**config.mk**
```make
export PLATFORM = sky130hd
export DESIGN_NAME = spi_word_deserializer_flat
export DESIGN_NICKNAME = d
export VERILOG_FILES = /design/src/rtl/spi_word_deserializer_if.sv /design/src/rtl/spi_word_deserializer.sv /design/src/flat_wrapper.sv
export SDC_FILE = /design/constraint.sdc
export NUM_CORES = 1
export LEC_CHECK = 0
export CORE_AREA = 2 2 66 74
export CTS_CLUSTER_DIAMETER = 40
export DETAILED_ROUTE_END_ITERATION = 8
export DIE_AREA = 0 0 68 76
export GPL_ROUTABILITY_DRIVEN = 0
export HOLD_SLACK_MARGIN = 0.02
export SYNTH_ARGS = -nofsm -noshare
export SYNTH_HDL_FRONTEND = slang
export SYNTH_SLANG_ARGS = --single-unit
```
**constraint.sdc**
```tcl
create_clock -name clk -period 2.7 [get_ports clk]
set_clock_uncertainty 0.15 [all_clocks]
set_input_delay 0.54 -clock clk [delete_from_list [all_inputs] [get_ports clk]]
set_output_delay 0.54 -clock clk [all_outputs]
set_load 0.02 [all_outputs]
```
**src/rtl/spi_word_deserializer_if.sv**
```systemverilog
`default_nettype none
// ============================================================================
// Module   : spi_word_deserializer_if
// Brief    : Raw SPI pins plus the word valid/ready handshake and status of
//            the SPI word deserializer.
// Revision : 1.0 - initial release
// ============================================================================
interface spi_word_deserializer_if #(
  parameter int WIDTH = 16
);
  logic                     sck;
  logic                     sdi;
  logic                     load;
  logic [WIDTH-1:0]         out_data;
  logic                     out_valid;
  logic                     out_ready;
  logic                     overrun;
  logic [$clog2(WIDTH)-1:0] bit_count;

  // Deserializer side: receives pins and ready, produces words and status
  modport slave (
    input  sck, sdi, load, out_ready,
    output out_data, out_valid, overrun, bit_count
  );

  // Environment side: drives pins and ready, consumes words and status
  modport master (
    output sck, sdi, load, out_ready,
    input  out_data, out_valid, overrun, bit_count
  );
endinterface
`default_nettype wire

```
**src/rtl/spi_word_deserializer.sv**
```systemverilog
`default_nettype none
// ============================================================================
// Module   : spi_word_deserializer
// Brief    : Oversampling SPI receiver. Synchronises sck/sdi/load into clk,
//            assembles WIDTH-bit words in the configured bit order and hands
//            them out over valid/ready with a sticky overrun flag.
// Revision : 1.0 - initial release
// ============================================================================
module spi_word_deserializer #(
  parameter int WIDTH     = 16,
  parameter bit LSB_FIRST = 1'b1,
  parameter bit CPOL      = 1'b0
) (
  input  wire logic                 clk,
  input  wire logic                 reset,
  spi_word_deserializer_if.slave    bus
);

  localparam int             CW       = $clog2(WIDTH);
  localparam logic [CW-1:0]  LAST_BIT = CW'(WIDTH - 1);

  localparam logic [0:0] ST_IDLE  = 1'b0;
  localparam logic [0:0] ST_SHIFT = 1'b1;

  // First synchroniser stage for {load, sdi, sck}
  logic [2:0]       meta_q, meta_d;
  // Second stage for {sdi, sck}; the second load stage is the FSM state
  logic [1:0]       sync_q, sync_d;
  logic             sck_dly_q, sck_dly_d;
  logic [0:0]       state_q, state_d;

  // Only WIDTH-1 partial bits are kept: the bit that would be shifted out on
  // completion is never needed, and the final bit goes straight to out_data.
  logic [WIDTH-2:0] sr_q, sr_d;
  logic [CW-1:0]    bit_count_q, bit_count_d;
  logic [WIDTH-1:0] out_data_q, out_data_d;
  logic             out_valid_q, out_valid_d;
  logic             overrun_q, overrun_d;

  logic             w_sck_s;
  logic             w_sdi_s;
  logic             w_strobe;
  logic             w_shift_en;
  logic             w_clear;
  logic             w_complete;
  logic [WIDTH-1:0] w_shifted;

  assign w_sck_s = sync_q[0];
  assign w_sdi_s = sync_q[1];

  // Sampling edge detect on the synchronised clock
  generate
    if (CPOL) begin : g_cpol1
      assign w_strobe = ~w_sck_s & sck_dly_q;
    end else begin : g_cpol0
      assign w_strobe = w_sck_s & ~sck_dly_q;
    end
  endgenerate

  // Post-shift word: sdi enters at the top (LSB-first) or bottom (MSB-first)
  generate
    if (LSB_FIRST) begin : g_lsb_first
      assign w_shifted = {w_sdi_s, sr_q};
    end else begin : g_msb_first
      assign w_shifted = {sr_q, w_sdi_s};
    end
  endgenerate

  // Synchroniser chain and sck delay tap
  always_comb begin
    meta_d    = {bus.load, bus.sdi, bus.sck};
    sync_d    = meta_q[1:0];
    sck_dly_d = w_sck_s;
  end

  // FSM next state: SHIFT exactly while the synchronised load is high
  always_comb begin
    state_d = ST_IDLE;
    if (meta_q[2]) begin
      state_d = ST_SHIFT;
    end
  end

  // FSM outputs: IDLE clears the partial word, SHIFT accepts strobes
  always_comb begin
    w_clear    = 1'b0;
    w_shift_en = 1'b0;
    case (state_q)
      ST_IDLE:  w_clear    = 1'b1;
      ST_SHIFT: w_shift_en = w_strobe;
      default:  w_clear    = 1'b1;
    endcase
  end

  assign w_complete = w_shift_en && (bit_count_q == LAST_BIT);

  // Shift register, bit counter and output handshake
  always_comb begin
    sr_d        = sr_q;
    bit_count_d = bit_count_q;
    out_data_d  = out_data_q;
    out_valid_d = out_valid_q;
    overrun_d   = overrun_q;

    if (out_valid_q && bus.out_ready) begin
      out_valid_d = 1'b0;
    end

    if (w_clear) begin
      sr_d        = '0;
      bit_count_d = '0;
    end else if (w_shift_en) begin
      if (LSB_FIRST) begin
        sr_d = w_shifted[WIDTH-1:1];
      end else begin
        sr_d = w_shifted[WIDTH-2:0];
      end
      if (w_complete) begin
        bit_count_d = '0;
        // A pending word may only be replaced if it transfers this cycle
        if (!out_valid_q || bus.out_ready) begin
          out_data_d  = w_shifted;
          out_valid_d = 1'b1;
        end else begin
          overrun_d = 1'b1;
        end
      end else begin
        bit_count_d = bit_count_q + CW'(1);
      end
    end
  end

  // State register for synchronisers, FSM and datapath
  always_ff @(posedge clk) begin
    if (reset) begin
      meta_q      <= '0;
      sync_q      <= '0;
      sck_dly_q   <= 1'b0;
      state_q     <= ST_IDLE;
      sr_q        <= '0;
      bit_count_q <= '0;
      out_data_q  <= '0;
      out_valid_q <= 1'b0;
      overrun_q   <= 1'b0;
    end else begin
      meta_q      <= meta_d;
      sync_q      <= sync_d;
      sck_dly_q   <= sck_dly_d;
      state_q     <= state_d;
      sr_q        <= sr_d;
      bit_count_q <= bit_count_d;
      out_data_q  <= out_data_d;
      out_valid_q <= out_valid_d;
      overrun_q   <= overrun_d;
    end
  end

  assign bus.out_data  = out_data_q;
  assign bus.out_valid = out_valid_q;
  assign bus.overrun   = overrun_q;
  assign bus.bit_count = bit_count_q;

endmodule
`default_nettype wire

```
**src/flat_wrapper.sv**
```systemverilog
// flat-port wrapper written by rule: the top's interface ports become plain ports
module spi_word_deserializer_flat 
#(
  parameter int WIDTH     = 16,
  parameter bit LSB_FIRST = 1'b1,
  parameter bit CPOL      = 1'b0
)
  (clk, reset, bus_sck, bus_sdi, bus_load, bus_out_ready, bus_out_data, bus_out_valid, bus_overrun, bus_bit_count);
  spi_word_deserializer_if #(.WIDTH(WIDTH)) bus_i ();
  input  wire logic clk;
  input  wire logic reset;
  input wire logic [$bits(bus_i.sck)-1:0] bus_sck;
  input wire logic [$bits(bus_i.sdi)-1:0] bus_sdi;
  input wire logic [$bits(bus_i.load)-1:0] bus_load;
  input wire logic [$bits(bus_i.out_ready)-1:0] bus_out_ready;
  output wire logic [$bits(bus_i.out_data)-1:0] bus_out_data;
  output wire logic [$bits(bus_i.out_valid)-1:0] bus_out_valid;
  output wire logic [$bits(bus_i.overrun)-1:0] bus_overrun;
  output wire logic [$bits(bus_i.bit_count)-1:0] bus_bit_count;
  assign bus_i.sck = bus_sck;
  assign bus_i.sdi = bus_sdi;
  assign bus_i.load = bus_load;
  assign bus_i.out_ready = bus_out_ready;
  assign bus_out_data = bus_i.out_data;
  assign bus_out_valid = bus_i.out_valid;
  assign bus_overrun = bus_i.overrun;
  assign bus_bit_count = bus_i.bit_count;
  spi_word_deserializer #(.WIDTH(WIDTH), .LSB_FIRST(LSB_FIRST), .CPOL(CPOL)) u_core (.clk(clk), .reset(reset), .bus(bus_i));
endmodule
```
Word level (Yosys, flattened, before mapping)
Index checks and enable logic that the tools add are counted.

Input port bits: 6. Logic and storage cells: 30. Bits in registers: 44. Output and inout port bits: 22.

Equality and inequality tests: 1. Multiplexer cells: 8. Bitwise logic cells: 4. Add/subtract/negate cells: 1. Reduce and logical (&&, ||, !) cells: 7.

Operators with widths (count): $reduce_and 4->1 (2); $mux 1 (7); $add 4x1->4 const B (1); $eq 4x4->1 const B (1); $mux 4 (1); $not 1->1 (3); $logic_and 1x1->1 (2); $reduce_or 2->1 (1); $and 1x1->1 (1); $logic_not 1->1 (1); $logic_or 1x1->1 (1).

Depth between registers and ports, before layout
Depth in word-level cells: 7. Gate-level depth with buffers: 6. Mapped depth without buffers: 4.

Least setup slack after synthesis
OpenSTA, ideal clock, no wires.

Path kind: reg-to-reg. Start: register u_core.bit_count_q[0], in the netlist u_core.bus.bit_count[0]. End: register u_core.out_data_q[10], in the netlist u_core.bus.out_data[10]. Period minus slack after synthesis: 1.657 ns. Stages on the path, launching flop included: 7. Slack: 1.043 ns. Library setup time: 0.072 ns. Path buffers: 2. Arrival time: 1.436 ns. Path through: dfxtp_1 > ha_1 > nand2_1 > nor3b_2 > buf_6 > buf_12 > mux2i_1.

Word-level cells in the longest chain between the ends: 3.

Ends and longest elaborated chain: start, declared (RTL line spi_word_deserializer.sv:35) `logic [CW-1:0] bit_count_q, bit_count_d;`; start signal, assigned (RTL line spi_word_deserializer.sv:151) `bit_count_q <= bit_count_d;`; $eq 4x4->1 (RTL line spi_word_deserializer.sv:95) `assign w_complete = w_shift_en && (bit_count_q == LAST_BIT);`; $logic_and 1x1->1 (RTL line spi_word_deserializer.sv:95); $reduce_and 4->1 (no source line); end signal, assigned (RTL line spi_word_deserializer.sv:152) `out_data_q <= out_data_d;`; end, declared (RTL line spi_word_deserializer.sv:36) `logic [WIDTH-1:0] out_data_q, out_data_d;`.

No other way between the ends. A chain may end at the register's enable or synchronous reset.

Final worst setup path
Start: register u_core.bit_count_q[0], in the netlist u_core.bus.bit_count[0]. End: output bus_bit_count[0].

RTL lines: end, declared (RTL line flat_wrapper.sv:19) `output wire logic [$bits(bus_i.bit_count)-1:0] bus_bit_count;`.

No word-level cell between the ends.

==> impl_metrics.csv <==
group,metric,value,unit
die,die_h,76,um
die,coreArea,0.00449,sq mm
power,p_per_area,547,mW/mm^2
setup_path,path_max_fanout,5,
global_routing,grt-ovfl-total,0,
layout,drive_gt1_frac,0.0580,
route,wl,3.03,mm
cts,cts_resized,0,
setup_path,rrSetupSlack,1.03,ns
placement,hpwlAfterDp,2.06,mm
die,rows,26,
sta,max_slew_margin,0.529,
global_routing,grt_max_degree,43,
cts,cts_tree,"yes",
setup_path,worstPathArrival,1.36,ns
hold_path,holdPathStages,1,
setup_path,endpoint_kind,"output port",
setup_path,r2r-end,"u_core.bus.out_data[14]",
layout,layout_common_cells,"44 x dfxtp_1, 35 x nand2b_1, 34 x nand2_1",
sta,finalSetupViolCount,0,
layout,diodes,0,
global_routing,grt_util_all_layers,0.133,
die,initial_core_util,0.382,
synth,netlist_area,0.00171,sq mm
global_routing,grt_pass1_wl,5.21,mm
route,wl_per_cell,11.5,um
sta,fin_crit_sh,0.758,
setup_path,required,2.01,ns
die,die_w,68,um
setup_path,r2r_start,"u_core.bus.bit_count[0]",
setup_path,cp.buffers_inverters,1,
sta,tns,0,ns
die,io_pins,28,
cts,cts.sinks,44,
layout,syn2layout_area_growth,23.3,%
synth,syn_nets,188,
route,route.detailed.drc,0,
cts,h-tree-depth,2,
power,switching_share,0.190,
cts,clk_path_buf_depth,2,
power,power.switching,220,uW
setup_path,crit_path_start_kind,"flip-flop",
cts,cts_buffers,5,
route,antenna_left,0,
flow_run,cap_violations,0,
sta,tightest_slew,0.706,ns
route,vias,1245,
route,drtPass1Iterations,2,
setup_path,crit_family,"buffers and inverters",
status,outcome,"finished, final reports clean",
cts,cts_setup_buffers,0,
setup_path,max_stage_delay,0.64,ns
synth,yosys_warnings,0,
layout,final_nets,215,
synth,synthCells,181,
synth,avgSynthCellArea,9.47,sq um
die,die_area,0.00517,sq mm
synth,synth-seq-cells,44,
sta,hold_viol,0,
sta,rsz0062_at_grt,"no",
cts,root_buffer,"clkbuf_8",
sta,fmax,489,MHz
hold_path,holdCritStartpoint,"u_core.meta_q[1]",
cts,path_clk_slew,0.07,ns
route,first_iter_violations,22,
hold_path,whs_endpoint,"u_core.sync_q[1]",
cts,insertion_delay,0.29,ns
synth,ys_seq_area_frac,0.514,
cts,cts_hold_buf,0,
power,power.internal,936,uW
power,vdd_drop_max,0.000318,V
placement,portBuffers,27,
global_routing,antenna_found_initial,0,
power,power.leakage,0.000664,uW
sta,slew_viol_final,0,
power,power_frac_clock,0.407,
setup_path,reg2reg_depth,5,
power,combPwrFrac,0.026,
synth,ys_types,22,
layout,fill_cells,444,
setup_path,path_class,"reg -> out",
setup_path,cp_slowest_cell,"clkdlybuf4s50_1",
sta,fin_crit,2.05,ns
power,finalPower,1160,uW
layout,final_common_cell,"dfxtp_1",
setup_path,crit_chain,"clkdlybuf4s50_1",
hold_path,hold_path.class,"reg -> reg",
global_routing,grt_pass1_vias,1214,
route,viasPerCell,4.73,
power,seqPwrFrac,0.567,
## per-stage QoR
stage | utilization | std cells | setup WS, ns | cell area, sq um | hold slack (ns)
2_1_floorplan | - | 181 | 1.04 | 1710 | 0.264
3_3_place_gp | 0.449 | 257 | 0.689 | 2010 | 0.274
3_5_place_dp | 0.449 | 257 | 0.608 | 2010 | 0.270
4_1_cts | 0.471 | 263 | 0.643 | 2110 | 0.288
5_1_grt | 0.471 | 263 | 0.599 | 2110 | 0.317
6_report | 0.471 | 263 | 0.654 | 2110 | 0.289
## synth_stat cells
cell type / n / area, sq um
a21oi_1: 20 / 100
and3b_1: 1 / 8.76
buf_12: 1 / 20.0
buf_2: 4 / 20.0
buf_6: 1 / 11.3
clkbuf_1: 5 / 18.8
dfxtp_1: 44 / 881
ha_1: 1 / 12.5
inv_1: 1 / 3.75
mux2i_1: 16 / 160
nand2_1: 34 / 128
nand2b_1: 35 / 219
nand3b_1: 1 / 7.51
nand4_1: 1 / 6.26
nand4b_2: 1 / 15.0
nor2b_1: 7 / 43.8
nor3b_1: 1 / 7.51
nor3b_2: 1 / 12.5
o21ai_0: 2 / 10.0
o31ai_1: 1 / 7.51
or3_1: 2 / 12.5
xnor2_1: 1 / 8.76
## state kept, by name (all words and copies together), names as in the netlist
signal,flops
u_core.sck_dly_q,1
u_core.bus.overrun,1
u_core.state_q,1
u_core.sr_q,15
u_core.bus.out_valid,1
u_core.sync_q,2
u_core.meta_q,3
u_core.bus.out_data,16
u_core.bus.bit_count,4
## layout make-up
class / count / area, sq um / area share
Clock buffer: 5 / 68.8 / 0.0326
Tap cell: 56 / 70.1 / 0.0332
Inverter: 1 / 3.75 / 0.00178
Clock inverter: 1 / 30.0 / 0.0142
Sequential cell: 44 / 881 / 0.417
Timing Repair Buffer: 31 / 300 / 0.142
Multi-Input combinational cell: 125 / 759 / 0.359
## worst max path at each step
| stage | from | to | slack (ns) | cells after the start |
|---|---|---|---|---|
| finish | u_core.bus.bit_count[0] | bus_bit_count[0] | 0.65 | 1 |
| global route | u_core.bus.bit_count[0] | bus_bit_count[0] | 0.60 | 1 |
| detailed placement | bus_out_ready | u_core.bus.out_data[14] | 0.61 | 5 |
| global placement | bus_out_ready | u_core.bus.out_data[14] | 0.69 | 5 |
| CTS | u_core.bus.bit_count[2] | bus_bit_count[2] | 0.64 | 1 |
| floorplan | u_core.bus.bit_count[0] | u_core.bus.out_data[10] | 1.04 | 6 |
## metal layers
layer	part of all wire	global-route usage	routed length (um)
met1	0.46	0.143	1380
met2	0.46	0.215	1400
met3	0.042	0.0399	127
met4	0.041	0.0920	123
met5	0	0	0
## power groups by stage
| stage | Clock (uW) | Combinational, uW | Sequential [uW] |
|---|---|---|---|
| after floorplan | 0 | 19.6 | 670 |
| after global placement | 0 | 30.4 | 670 |
| after detailed placement | 0 | 30.9 | 671 |
| after CTS | 483 | 30.8 | 655 |
| after global routing | 507 | 32.7 | 656 |
| final | 471 | 30.1 | 655 |
## logic make-up (layout without fill, tap and decap cells)
| kind of cell | after synthesis | in the layout | synth area share |
|---|---|---|---|
| buffers and inverters | 12 | 38 | 0.0431 |
| XOR/XNOR | 1 | 1 | 0.00511 |
| multiplexers | 16 | 16 | 0.0934 |
| AND/OR/NAND/NOR | 84 | 84 | 0.269 |
| adder cells (fa/ha/maj) | 1 | 1 | 0.00730 |
| AO/OA/AOI/OAI | 23 | 23 | 0.0686 |
| flip-flops | 44 | 44 | 0.514 |
(Power assumes the default switching activity.)
